## src/rtl/buscaminas_board_if.sv

```systemverilog
// Command/response bundle between the minesweeper controller (master) and
// the board-state responder buscaminas_board (slave).
interface buscaminas_board_if;
   logic       cmd_restart;
   logic       cmd_move;
   logic [1:0] dir;
   logic       cmd_flag;
   logic       cmd_query;
   logic       cmd_clear;
   logic       hbo;
   logic       hba;
   logic       rsp_valid;
   logic       last_cell;
   logic       busy;
   logic [3:0] cur_row;
   logic [3:0] cur_col;
   logic [3:0] neigh_count;
   logic       count_valid;
   logic [8:0] bombs_total;
   logic [8:0] revealed_total;
   logic       won;

   modport master (
      output cmd_restart, cmd_move, dir, cmd_flag, cmd_query, cmd_clear,
      input  hbo, hba, rsp_valid, last_cell, busy, cur_row, cur_col,
             neigh_count, count_valid, bombs_total, revealed_total, won
   );

   modport slave (
      input  cmd_restart, cmd_move, dir, cmd_flag, cmd_query, cmd_clear,
      output hbo, hba, rsp_valid, last_cell, busy, cur_row, cur_col,
             neigh_count, count_valid, bombs_total, revealed_total, won
   );
endinterface

```

## src/rtl/buscaminas_board.sv

```systemverilog
// Minesweeper board-state responder: bomb/revealed/flag bits, cursor, neighbour scan.
// Optional macro BOARD_WRAP_EN: cursor moves wrap at the board edges instead of saturating.
//
// state | meaning
// INIT  | walk cells 0..N-1, clear revealed/flag, place bombs from the LFSR
// IDLE  | accept restart/clear/query/flag/move (that priority, one per cycle)
// SCAN  | visit 8 neighbours (idx 0..7), emit count (idx 8), hold count_valid cycle (idx 9)
module buscaminas_board #(
   parameter int         ROWS    = 8,
   parameter int         COLS    = 8,
   parameter int         DENSITY = 40,
   parameter logic [7:0] SEED    = 8'hA5
) (
   input logic               clk,
   input logic               rst,
   buscaminas_board_if.slave bus
);

   localparam int         N       = ROWS * COLS;
   localparam int         AW      = $clog2(N);
   localparam logic [3:0] ROW_MAX = 4'(ROWS - 1);
   localparam logic [3:0] COL_MAX = 4'(COLS - 1);
   localparam logic [8:0] DENS    = 9'(DENSITY);

   typedef enum logic [1:0] {INIT, IDLE, SCAN} state_t;

   state_t         state, state_nxt;
   logic [AW-1:0]  a;
   logic [7:0]     lfsr;
   logic [N-1:0]   bomb;
   logic [N-1:0]   revealed;
   logic [N-1:0]   flagged;
   logic [3:0]     cur_row, cur_col;
   logic [3:0]     scan_idx;
   logic [3:0]     scan_cnt;
   logic [3:0]     neigh_count;
   logic           count_valid, last_cell, rsp_valid, hbo, hba;
   logic [8:0]     bombs_total, revealed_total;

   logic           do_restart, init_wr, init_done;
   logic           do_clear, do_query, do_flag, do_move;
   logic           scan_acc, scan_emit;
   logic           lfsr_fb, lfsr_bomb;
   logic [AW-1:0]  cur_idx, nb_idx;
   logic           nb_up, nb_down, nb_left, nb_right, nb_ok, nb_hit;
   logic [3:0]     nb_row, nb_col;
   logic [3:0]     row_mv, col_mv;
   logic           cell_free;

   function automatic logic [AW-1:0] cell_at(input logic [3:0] r, input logic [3:0] c);
      return AW'(int'(r) * COLS + int'(c));
   endfunction

   // x^8 + x^6 + x^5 + x^4 + 1, shifting toward the MSB
   assign lfsr_fb   = lfsr[7] ^ lfsr[5] ^ lfsr[4] ^ lfsr[3];
   assign lfsr_bomb = ({1'b0, lfsr} < DENS);

   assign cur_idx   = cell_at(cur_row, cur_col);
   assign cell_free = !revealed[cur_idx] && !flagged[cur_idx];

   always_comb begin
      nb_up    = 1'b0;
      nb_down  = 1'b0;
      nb_left  = 1'b0;
      nb_right = 1'b0;
      case (scan_idx[2:0])
         3'd0: begin nb_up = 1'b1;   nb_left  = 1'b1; end
         3'd1: nb_up = 1'b1;
         3'd2: begin nb_up = 1'b1;   nb_right = 1'b1; end
         3'd3: nb_left = 1'b1;
         3'd4: nb_right = 1'b1;
         3'd5: begin nb_down = 1'b1; nb_left  = 1'b1; end
         3'd6: nb_down = 1'b1;
         default: begin nb_down = 1'b1; nb_right = 1'b1; end
      endcase
   end

   // Off-board neighbours never wrap; the gated index is don't-care when !nb_ok.
   assign nb_ok  = !(nb_up && cur_row == 4'd0) && !(nb_down && cur_row == ROW_MAX) &&
                   !(nb_left && cur_col == 4'd0) && !(nb_right && cur_col == COL_MAX);
   assign nb_row = nb_up ? cur_row - 4'd1 : (nb_down ? cur_row + 4'd1 : cur_row);
   assign nb_col = nb_left ? cur_col - 4'd1 : (nb_right ? cur_col + 4'd1 : cur_col);
   assign nb_idx = cell_at(nb_row, nb_col);
   assign nb_hit = nb_ok && bomb[nb_idx];

   always_comb begin
      row_mv = cur_row;
      col_mv = cur_col;
`ifdef BOARD_WRAP_EN
      case (bus.dir)
         2'd0: row_mv = (cur_row == 4'd0)    ? ROW_MAX : cur_row - 4'd1;
         2'd1: row_mv = (cur_row == ROW_MAX) ? 4'd0    : cur_row + 4'd1;
         2'd2: col_mv = (cur_col == 4'd0)    ? COL_MAX : cur_col - 4'd1;
         default: col_mv = (cur_col == COL_MAX) ? 4'd0 : cur_col + 4'd1;
      endcase
`else
      case (bus.dir)
         2'd0: if (cur_row != 4'd0)    row_mv = cur_row - 4'd1;
         2'd1: if (cur_row != ROW_MAX) row_mv = cur_row + 4'd1;
         2'd2: if (cur_col != 4'd0)    col_mv = cur_col - 4'd1;
         default: if (cur_col != COL_MAX) col_mv = cur_col + 4'd1;
      endcase
`endif
   end

   always_ff @(posedge clk or negedge rst) begin
      if (!rst) state <= INIT;
      else      state <= state_nxt;
   end

   always_comb begin
      state_nxt  = state;
      do_restart = 1'b0;
      init_wr    = 1'b0;
      init_done  = 1'b0;
      do_clear   = 1'b0;
      do_query   = 1'b0;
      do_flag    = 1'b0;
      do_move    = 1'b0;
      scan_acc   = 1'b0;
      scan_emit  = 1'b0;
      if (bus.cmd_restart) begin
         do_restart = 1'b1;
         state_nxt  = INIT;
      end else begin
         case (state)
            INIT: begin
               init_wr = 1'b1;
               if (a == AW'(N - 1)) begin
                  init_done = 1'b1;
                  state_nxt = IDLE;
               end
            end
            IDLE: begin
               // A clear on a handled cell still wins priority; it just does nothing.
               if (bus.cmd_clear) begin
                  if (cell_free) begin
                     do_clear  = 1'b1;
                     state_nxt = SCAN;
                  end
               end else if (bus.cmd_query) begin
                  do_query = 1'b1;
               end else if (bus.cmd_flag) begin
                  do_flag = 1'b1;
               end else if (bus.cmd_move) begin
                  do_move = 1'b1;
               end
            end
            SCAN: begin
               if (scan_idx < 4'd8)       scan_acc  = 1'b1;
               else if (scan_idx == 4'd8) scan_emit = 1'b1;
               else                       state_nxt = IDLE;
            end
            default: state_nxt = INIT;
         endcase
      end
   end

   always_ff @(posedge clk or negedge rst) begin
      if (!rst) begin
         a              <= '0;
         lfsr           <= SEED;
         bomb           <= '0;
         revealed       <= '0;
         flagged        <= '0;
         cur_row        <= 4'd0;
         cur_col        <= 4'd0;
         scan_idx       <= 4'd0;
         scan_cnt       <= 4'd0;
         neigh_count    <= 4'd0;
         count_valid    <= 1'b0;
         last_cell      <= 1'b0;
         rsp_valid      <= 1'b0;
         hbo            <= 1'b0;
         hba            <= 1'b0;
         bombs_total    <= 9'd0;
         revealed_total <= 9'd0;
      end else begin
         last_cell   <= init_done;
         rsp_valid   <= do_query;
         count_valid <= scan_emit;

         if (do_restart) begin
            a              <= '0;
            bombs_total    <= 9'd0;
            revealed_total <= 9'd0;
         end

         if (init_wr) begin
            revealed[a] <= 1'b0;
            flagged[a]  <= 1'b0;
            bomb[a]     <= lfsr_bomb;
            if (lfsr_bomb) bombs_total <= bombs_total + 9'd1;
            lfsr <= {lfsr[6:0], lfsr_fb};
            a    <= a + AW'(1);
         end

         if (init_done) begin
            a       <= '0;
            cur_row <= 4'd0;
            cur_col <= 4'd0;
         end

         if (do_query) begin
            hbo <= bomb[cur_idx];
            hba <= revealed[cur_idx] | flagged[cur_idx];
         end

         if (do_flag && !revealed[cur_idx]) flagged[cur_idx] <= ~flagged[cur_idx];

         if (do_move) begin
            cur_row <= row_mv;
            cur_col <= col_mv;
         end

         if (do_clear) begin
            revealed[cur_idx] <= 1'b1;
            flagged[cur_idx]  <= 1'b0;
            revealed_total    <= revealed_total + 9'd1;
            scan_idx          <= 4'd0;
            scan_cnt          <= 4'd0;
         end

         if (scan_acc) begin
            scan_cnt <= scan_cnt + {3'd0, nb_hit};
            scan_idx <= scan_idx + 4'd1;
         end

         if (scan_emit) begin
            neigh_count <= scan_cnt;
            scan_idx    <= scan_idx + 4'd1;
         end
      end
   end

   assign bus.busy           = (state != IDLE);
   assign bus.won            = (revealed_total == (9'(N) - bombs_total));
   assign bus.hbo            = hbo;
   assign bus.hba            = hba;
   assign bus.rsp_valid      = rsp_valid;
   assign bus.last_cell      = last_cell;
   assign bus.cur_row        = cur_row;
   assign bus.cur_col        = cur_col;
   assign bus.neigh_count    = neigh_count;
   assign bus.count_valid    = count_valid;
   assign bus.bombs_total    = bombs_total;
   assign bus.revealed_total = revealed_total;

endmodule
```

## src/flat_wrapper.sv

```systemverilog
// flat-port wrapper written by rule: the top's interface ports become plain ports
module buscaminas_board_flat 
#(
   parameter int         ROWS    = 8,
   parameter int         COLS    = 8,
   parameter int         DENSITY = 40,
   parameter logic [7:0] SEED    = 8'hA5
)
  (clk, rst, bus_cmd_restart, bus_cmd_move, bus_dir, bus_cmd_flag, bus_cmd_query, bus_cmd_clear, bus_hbo, bus_hba, bus_rsp_valid, bus_last_cell, bus_busy, bus_cur_row, bus_cur_col, bus_neigh_count, bus_count_valid, bus_bombs_total, bus_revealed_total, bus_won);
  buscaminas_board_if bus_i ();
  input logic clk;
  input logic rst;
  input wire logic [$bits(bus_i.cmd_restart)-1:0] bus_cmd_restart;
  input wire logic [$bits(bus_i.cmd_move)-1:0] bus_cmd_move;
  input wire logic [$bits(bus_i.dir)-1:0] bus_dir;
  input wire logic [$bits(bus_i.cmd_flag)-1:0] bus_cmd_flag;
  input wire logic [$bits(bus_i.cmd_query)-1:0] bus_cmd_query;
  input wire logic [$bits(bus_i.cmd_clear)-1:0] bus_cmd_clear;
  output wire logic [$bits(bus_i.hbo)-1:0] bus_hbo;
  output wire logic [$bits(bus_i.hba)-1:0] bus_hba;
  output wire logic [$bits(bus_i.rsp_valid)-1:0] bus_rsp_valid;
  output wire logic [$bits(bus_i.last_cell)-1:0] bus_last_cell;
  output wire logic [$bits(bus_i.busy)-1:0] bus_busy;
  output wire logic [$bits(bus_i.cur_row)-1:0] bus_cur_row;
  output wire logic [$bits(bus_i.cur_col)-1:0] bus_cur_col;
  output wire logic [$bits(bus_i.neigh_count)-1:0] bus_neigh_count;
  output wire logic [$bits(bus_i.count_valid)-1:0] bus_count_valid;
  output wire logic [$bits(bus_i.bombs_total)-1:0] bus_bombs_total;
  output wire logic [$bits(bus_i.revealed_total)-1:0] bus_revealed_total;
  output wire logic [$bits(bus_i.won)-1:0] bus_won;
  assign bus_i.cmd_restart = bus_cmd_restart;
  assign bus_i.cmd_move = bus_cmd_move;
  assign bus_i.dir = bus_dir;
  assign bus_i.cmd_flag = bus_cmd_flag;
  assign bus_i.cmd_query = bus_cmd_query;
  assign bus_i.cmd_clear = bus_cmd_clear;
  assign bus_hbo = bus_i.hbo;
  assign bus_hba = bus_i.hba;
  assign bus_rsp_valid = bus_i.rsp_valid;
  assign bus_last_cell = bus_i.last_cell;
  assign bus_busy = bus_i.busy;
  assign bus_cur_row = bus_i.cur_row;
  assign bus_cur_col = bus_i.cur_col;
  assign bus_neigh_count = bus_i.neigh_count;
  assign bus_count_valid = bus_i.count_valid;
  assign bus_bombs_total = bus_i.bombs_total;
  assign bus_revealed_total = bus_i.revealed_total;
  assign bus_won = bus_i.won;
  buscaminas_board #(.ROWS(ROWS), .COLS(COLS), .DENSITY(DENSITY), .SEED(SEED)) u_core (.clk(clk), .rst(rst), .bus(bus_i));
endmodule
```

## config.mk

```make
export PLATFORM = sky130hd
export DESIGN_NAME = buscaminas_board_flat
export DESIGN_NICKNAME = d
export VERILOG_FILES = /design/src/rtl/buscaminas_board_if.sv /design/src/rtl/buscaminas_board.sv /design/src/flat_wrapper.sv
export SDC_FILE = /design/constraint.sdc
export NUM_CORES = 1
export LEC_CHECK = 0
export CELL_PAD_IN_SITES_DETAIL_PLACEMENT = 1
export CELL_PAD_IN_SITES_GLOBAL_PLACEMENT = 1
export CORE_ASPECT_RATIO = 1.75
export CORE_UTILIZATION = 53
export DETAILED_ROUTE_END_ITERATION = 6
export PLACE_DENSITY_LB_ADDON = 0.1
export SYNTH_ARGS = -nofsm -noshare
export SYNTH_HDL_FRONTEND = slang
export SYNTH_SLANG_ARGS = --single-unit
export TNS_END_PERCENT = 100
```

## constraint.sdc

```tcl
create_clock -name clk -period 14.4 [get_ports clk]
set_clock_uncertainty 0.2 [all_clocks]
set_input_delay 1.44 -clock clk [delete_from_list [all_inputs] [get_ports clk]]
set_output_delay 1.44 -clock clk [all_outputs]
set_load 0.005 [all_outputs]
```

==> flow_summary.yaml, run 1 <==
sta:
  fin_setup_tns_ns: 0
  final_max_slew_viol_count: 0
  tightest_slew_ns: 1.200
  finalCriticalPeriod_ns: 5.932
  hold_slack_ns: 0.2655
  finalHoldViolCount: 0
  worst_slack_ns: 8.468
  setup-violations-final: 0
  fmax_ghz: 0.1686
  finalCritPeriodShare_pct: 41.20
  max_slew_margin_pct: 19.72
  grt_setup_unrepaired: "false"
layout:
  final_common_cell: "nand2_1"
  num_antenna_cells: 0
  mostFrequentLayoutCells: "nand2_1 (264), dfrtp_1 (244), o21ai_0 (121), o31ai_1 (86), nor2_1 (62)"
  layout.nets: 1495
  final_area_mm2: 0.01536
  syn_to_final_growth_pct: 10.11
  drive_above_1_share_pct: 10.31
global_route:
  grt_max_degree: 90
  antenna_found_initial: 0
  grt_pass1_wl_mm: 81.48
  grt_use_total_pct: 40.06
  first_global_vias: 13470
  overflow: 0
cts:
  ctsHoldBuffers: 0
  numCtsBuffers: 25
  cts_sinks: 251
  htreeDepth: 1
  root_buffer: "clkbuf_16"
  post_cts_buffers: 0
  cts_tree: "done"
  ctsResizeCount: 0
  cts_buffer_depth: 3
  clock_latency_ns: 0.57
  path_clk_slew_ns: 0.08
detailed_routing:
  wl_per_cell_um: 29.42
  wl_mm: 53.08
  drt_first_pass_iters: 5
  drc: 0
  vias: 12530
  ant_nets: 0
  drtIter0Drc: 924
  vias_per_cell: 6.943
synthesis:
  ys_ff_latch: 251
  avgSynthCellArea_um2: 9.481
  synth_cell_types: 82
  ys.flop_type: "dfrtp_1"
  synthArstFlopShare_pct: 100.0
  synth_fp_nets: 1501
  synthesis.area_mm2: 0.01395
  ys_seq_area_share_pct: 45.07
  yosysWarnings: 0
  synth_area_leaders: "dfrtp_1 (44%), nand2_1 (7.1%), o31ai_1 (4.6%)"
  yosys.area.top_type_share_pct: 44.32
  yosysTopAreaCell: "dfrtp_1"
  synth_edf_count: 0
  synth_cells: 1471
pwr:
  irDropWorstVdd_mv: 0.2210
  power_mw: 2.166
  p_per_area_mw_per_mm2: 141.0
  p_leak_nw: 6.275
placement:
  io_buffers: 45
  placed_area_mm2: 0.01453
  dp.final_hpwl_mm: 36.45
  gp_congestion: 0.9469
  dp_slack_ns: 8.660
floorplan:
  coreArea_mm2: 0.02586
  start_util_pct: 53.92
  die_area_mm2: 0.02699
  fp.dieH_um: 216.6
  ios: 46
  die_w_um: 124.6
  row_count: 78
run_status:
  status: "completed"
worst_hold_path:
  hp-start: "u_core.lfsr[2]$_DFFE_PN1P_"
  holdPathStages: 2
  min_to: "u_core.lfsr[2]$_DFFE_PN1P_"
  hp-class: "register to register"
flow_run:
  maxCapViolCount: 0
setup_path:
  cp.required_ns: 14.62
  worst_r2r_path_depth: 14
  r2r-end: "u_core.scan_cnt[1]$_DFFE_PN0P_"
  r2r_start: "u_core.bus.cur_col[0]$_DFFE_PN0P_"
  cp_max_fo: 37
  reg2reg_slack_ns: 8.47
  path_class: "register to register"
  worstPathArrival_ns: 6.15
  endpoint_kind: "register"
  worstSetupStartpointType: "register"
## logic make-up (layout without fill, tap and decap cells)
kind of cell	after synthesis	after routing	share of synthesized area [%]
simple gates	494	494	16.74
fa+ha+maj	21	21	1.884
xor+xnor	44	44	2.763
mux	79	79	7.644
flops	251	251	45.07
buf+inv	127	140	4.217
compound gates	455	455	21.68
## state kept, by name, summed over array words and instances (netlist names), 6 cells and up
name and count:
u_core.flagged 64, u_core.revealed 64, u_core.bomb 64, u_core.bus.bombs_total 9, u_core.a 6, u_core.lfsr 8
u_core.bus.revealed_total 9
## power breakdown
group	leakage (nW)	internal [mW]	switching (mW)
Sequential	3.46	0.747	0.0603
Clock	0.383	0.370	0.304
Combinational	2.44	0.216	0.468
Total	6.27	1.33	0.832
## cells in the mapped netlist, types with 12 or more instances
cell	n
xor2_1	18
a221oi_1	21
nor3_1	21
o21ai_0	121
buf_2	19
nand3_1	23
mux2i_1	39
dfrtp_1	247
nand4_1	15
clkbuf_1	60
nand2b_1	13
a21oi_1	23
nand2_1	265
inv_1	25
ha_1	21
xnor2_1	26
o31ai_1	86
o221ai_1	18
nor2_1	63
a22oi_1	14
o211ai_1	53
mux2_2	20
mux4_2	20
o21ai_1	57
and3_1	12
## cell type report
| type | instances | area, um^2 |
|---|---|---|
| multi-input cells | 1093 | 7119 |
| clock buffers | 32 | 671.9 |
| fillers | 2904 | 10510 |
| repair buffers | 67 | 620.6 |
| flip-flops and latches | 251 | 6292 |
| well taps | 320 | 400.4 |
| inverters | 27 | 101.3 |
| clock inverters | 14 | 150.1 |
## worst max-delay path, cell delays in order (launching register included)
cell and delay [ns]:
dfrtp_2 0.84, buf_4 0.58, ha_1 0.31, nand2b_1 0.10, nor4_1 0.47, a211oi_1 0.23
nor2_2 0.84, a21oi_1 0.20, a221oi_1 0.39, or4b_1 0.20, a41oi_1 0.16, a311oi_1 0.49
ha_1 0.29, ha_1 0.24, a22o_1 0.21
## routing by layer
layer	vias up	global-route usage, %	wire length (um)
li1	5398	-	-
met1	6330	44.29	18800
met2	559	67.00	25770
met3	239	6.788	3374
met4	0	33.90	5131
met5	-	0	0
## metrics by stage
stage	cells	utilization, %
after floorplan	1471	-
after global placement	1758	56.20
after detailed placement	1758	56.20
after CTS	1804	59.38
after global routing	1804	59.38
final	1804	59.38
## worst max-delay path by stage
stage	slack, ns	cells after the start	endpoint	startpoint
floorplan	9.75	19	u_core.scan_cnt[1]$_DFFE_PN0P_	u_core.bus.cur_col[1]$_DFFE_PN0P_
global placement	8.92	14	u_core.scan_cnt[1]$_DFFE_PN0P_	u_core.bus.cur_col[0]$_DFFE_PN0P_
detailed placement	8.66	14	u_core.scan_cnt[1]$_DFFE_PN0P_	u_core.bus.cur_col[0]$_DFFE_PN0P_
CTS	8.58	14	u_core.scan_cnt[1]$_DFFE_PN0P_	u_core.bus.cur_col[0]$_DFFE_PN0P_
global route	8.23	16	u_core.scan_cnt[2]$_DFFE_PN0P_	u_core.bus.cur_col[0]$_DFFE_PN0P_
finish	8.47	14	u_core.scan_cnt[1]$_DFFE_PN0P_	u_core.bus.cur_col[0]$_DFFE_PN0P_
(Power assumes the default switching activity.)
==> run 2: changes to the inputs <==
--- a/config.mk
+++ b/config.mk
@@ -8,7 +8,7 @@
 export CELL_PAD_IN_SITES_DETAIL_PLACEMENT = 1
 export CELL_PAD_IN_SITES_GLOBAL_PLACEMENT = 1
 export CORE_ASPECT_RATIO = 1.75
-export CORE_UTILIZATION = 53
+export CORE_UTILIZATION = 44
 export DETAILED_ROUTE_END_ITERATION = 6
 export PLACE_DENSITY_LB_ADDON = 0.1
 export SYNTH_ARGS = -nofsm -noshare
==> constraint.sdc (replaced) <==
create_clock -name clk -period 5.32 [get_ports clk]
set_clock_uncertainty 0.2 [all_clocks]
set_input_delay 0.532 -clock clk [delete_from_list [all_inputs] [get_ports clk]]
set_output_delay 0.532 -clock clk [all_outputs]
set_load 0.005 [all_outputs]
==> flow_summary.yaml, run 2 (same netlist as run 1, synthesis figures left out) <==
run_status:
  status: "completed"
floorplan:
  fp.dieH_um: 237.5
  start_util_pct: 45.06
  die_area_mm2: 0.03244
  die_w_um: 136.6
  coreArea_mm2: 0.03095
  row_count: 85
  ios: 46
placement:
  gp_congestion: 0.9228
  io_buffers: 45
  dp.cells: 1853
  dp.final_hpwl_mm: 37.37
sta:
  max_slew_margin_pct: 36.92
  grt_setup_unrepaired: "false"
  finalCritPeriodShare_pct: 94.12
  finalHoldViolCount: 0
  setup-violations-final: 0
  final_max_slew_viol_count: 0
  fmax_ghz: 0.1997
  finalCriticalPeriod_ns: 5.007
  fin_setup_tns_ns: 0
  tightest_slew_ns: 0.9443
global_route:
  grt_max_degree: 139
  antenna_found_initial: 1
  first_global_vias: 13040
  grt_use_total_pct: 34.25
  grt_pass1_wl_mm: 81.38
  overflow: 0
setup_path:
  worstSetupStartpointType: "register"
  slowest_delay_ns: 0.57
  worstPathArrival_ns: 5.23
  crit_top_cell: "ha_1"
  cp.required_ns: 5.54
  cp_cell_sequence: "ha_1 > ha_1 > inv_1 > a31oi_1 > o21ai_0 > xnor2_1 > ha_1 > ha_1 > xor2_1 > xnor2_1 > buf_4 > a2111oi_0 > a211oi_1 > a311oi_1 > ha_1 > ha_1 > a22o_1"
  endpoint_kind: "register"
  slowest_stage: "a311oi_1"
  path_class: "register to register"
  cp_max_fo: 11
pwr:
  power.internal_mw: 3.766
  p_per_area_mw_per_mm2: 380.5
  comb_power_share_pct: 31.9
  seqPwrFrac_pct: 36.3
  power.switching_mw: 2.198
  switching_share_pct: 36.86
  pwr-share-clk_pct: 31.9
  p_leak_nw: 6.442
  irDropWorstVdd_mv: 0.4508
cts:
  cts_tree: "done"
  numCtsBuffers: 25
  cts_buffer_depth: 3
  cts_sinks: 251
  path_clk_slew_ns: 0.07
  ctsResizeCount: 0
  root_buffer: "clkbuf_16"
  clock_latency_ns: 0.57
  ctsHoldBuffers: 1
  post_cts_buffers: 0
  htreeDepth: 1
layout:
  regArea_mm2: 0.006292
  final_common_cell: "nand2_1"
  drive_above_1_share_pct: 11.41
  layout.nets: 1520
  reg.largest.list: "u_core.bomb (64), u_core.flagged (64), u_core.revealed (64)"
  syn_to_final_growth_pct: 12.41
  finalNonFillerCells: 1900
  multi_input_area_mm2: 0.007094
  fillers: 3474
  mostFrequentLayoutCells: "nand2_1 (264), dfrtp_1 (244), o21ai_0 (121), o31ai_1 (86), nor2_1 (62)"
detailed_routing:
  wl_per_cell_um: 28.27
  vias: 12450
  wl_mm: 53.71
  drc: 0
  drtIter0Drc: 814
  vias_per_cell: 6.552
  ant_nets: 0
  drt_first_pass_iters: 5
worst_hold_path:
  hp-class: "register to register"
flow_run:
  maxCapViolCount: 0
-- run 2: cell types whose count changed in the layout (fill, tap and decap cells not counted), moves of 2 or more --
cell / previous run / this run
buf_12: 0 / 2
buf_4: 22 / 44
clkbuf_8: 2 / 7
clkinv_2: 2 / 5
clkinv_4: 2 / 0
clkinvlp_4: 6 / 0
nand3_1: 21 / 23
nand3_2: 2 / 0
nor3_1: 18 / 20
nor3_2: 3 / 1
-- run 2: area by class of cell --
type	count	area share, %
repair buffers	92	5.332
clock inverters	9	0.7902
multi-input cells	1093	45.25
diodes	1	0.01596
inverters	27	0.6465
flip-flops and latches	251	40.14
clock buffers	36	4.701
well taps	391	3.121
-- run 2: path summary, 6_finish.rpt --
path                       cells past startpoint                              to  slack, ns                           start
max                                           17  u_core.scan_cnt[1]$_DFFE_PN0P_       0.31  u_core.scan_idx[0]$_DFFE_PN0P_
min                                            2      u_core.lfsr[2]$_DFFE_PN1P_       0.27      u_core.lfsr[2]$_DFFE_PN1P_
max reg2reg                                   17  u_core.scan_cnt[1]$_DFFE_PN0P_       0.31  u_core.scan_idx[0]$_DFFE_PN0P_
min reg2reg                                    2      u_core.lfsr[2]$_DFFE_PN1P_       0.27      u_core.lfsr[2]$_DFFE_PN1P_
max in group asynchronous                      3  u_core.scan_cnt[1]$_DFFE_PN0P_       3.08                             rst
min in group asynchronous                      2   u_core.revealed[34]$_DFF_PN0_       0.47                             rst
-- run 2: critical path: cells and delay by family, from the launching register on --
kind / cells / cell delay, ns
buffers and inverters: 2 / 0.32
AO/OA/AOI/OAI: 6 / 1.90
flip-flops: 1 / 0.52
XOR/XNOR: 3 / 0.46
adder cells (fa/ha/maj): 6 / 1.48
-- run 2: per-layer routing --
metal	GRT usage (%)	vias up	part of all wire, %
li1	-	5456	-
met1	39.31	6335	37
met2	57.82	472	50
met3	5.033	185	5.6
met4	23.84	0	7.6
met5	0	-	0
-- run 2: stage by stage --
step	power, mW	setup WS [ns]	util (%)	instance area, um^2	hold slack (ns)
4_1_cts	5.976	0.3054	50.64	15670	0.2708
3_3_place_gp	4.027	0.5652	47.83	14800	0.2495
5_1_grt	6.225	0.02371	50.64	15670	0.3050
6_report	5.964	0.3130	50.65	15680	0.2700
2_1_floorplan	3.402	0.6673	-	13950	0.03641
3_5_place_dp	4.077	0.3423	47.83	14800	0.2607
-- run 2: power groups by stage --
stage | registers, mW | logic [mW] | clock network [mW]
global route | 2.18 | 2.05 | 1.99
detailed placement | 2.20 | 1.88 | 0
global placement | 2.19 | 1.83 | 0
CTS | 2.16 | 1.89 | 1.92
floorplan | 2.13 | 1.27 | 0
finish | 2.16 | 1.90 | 1.90
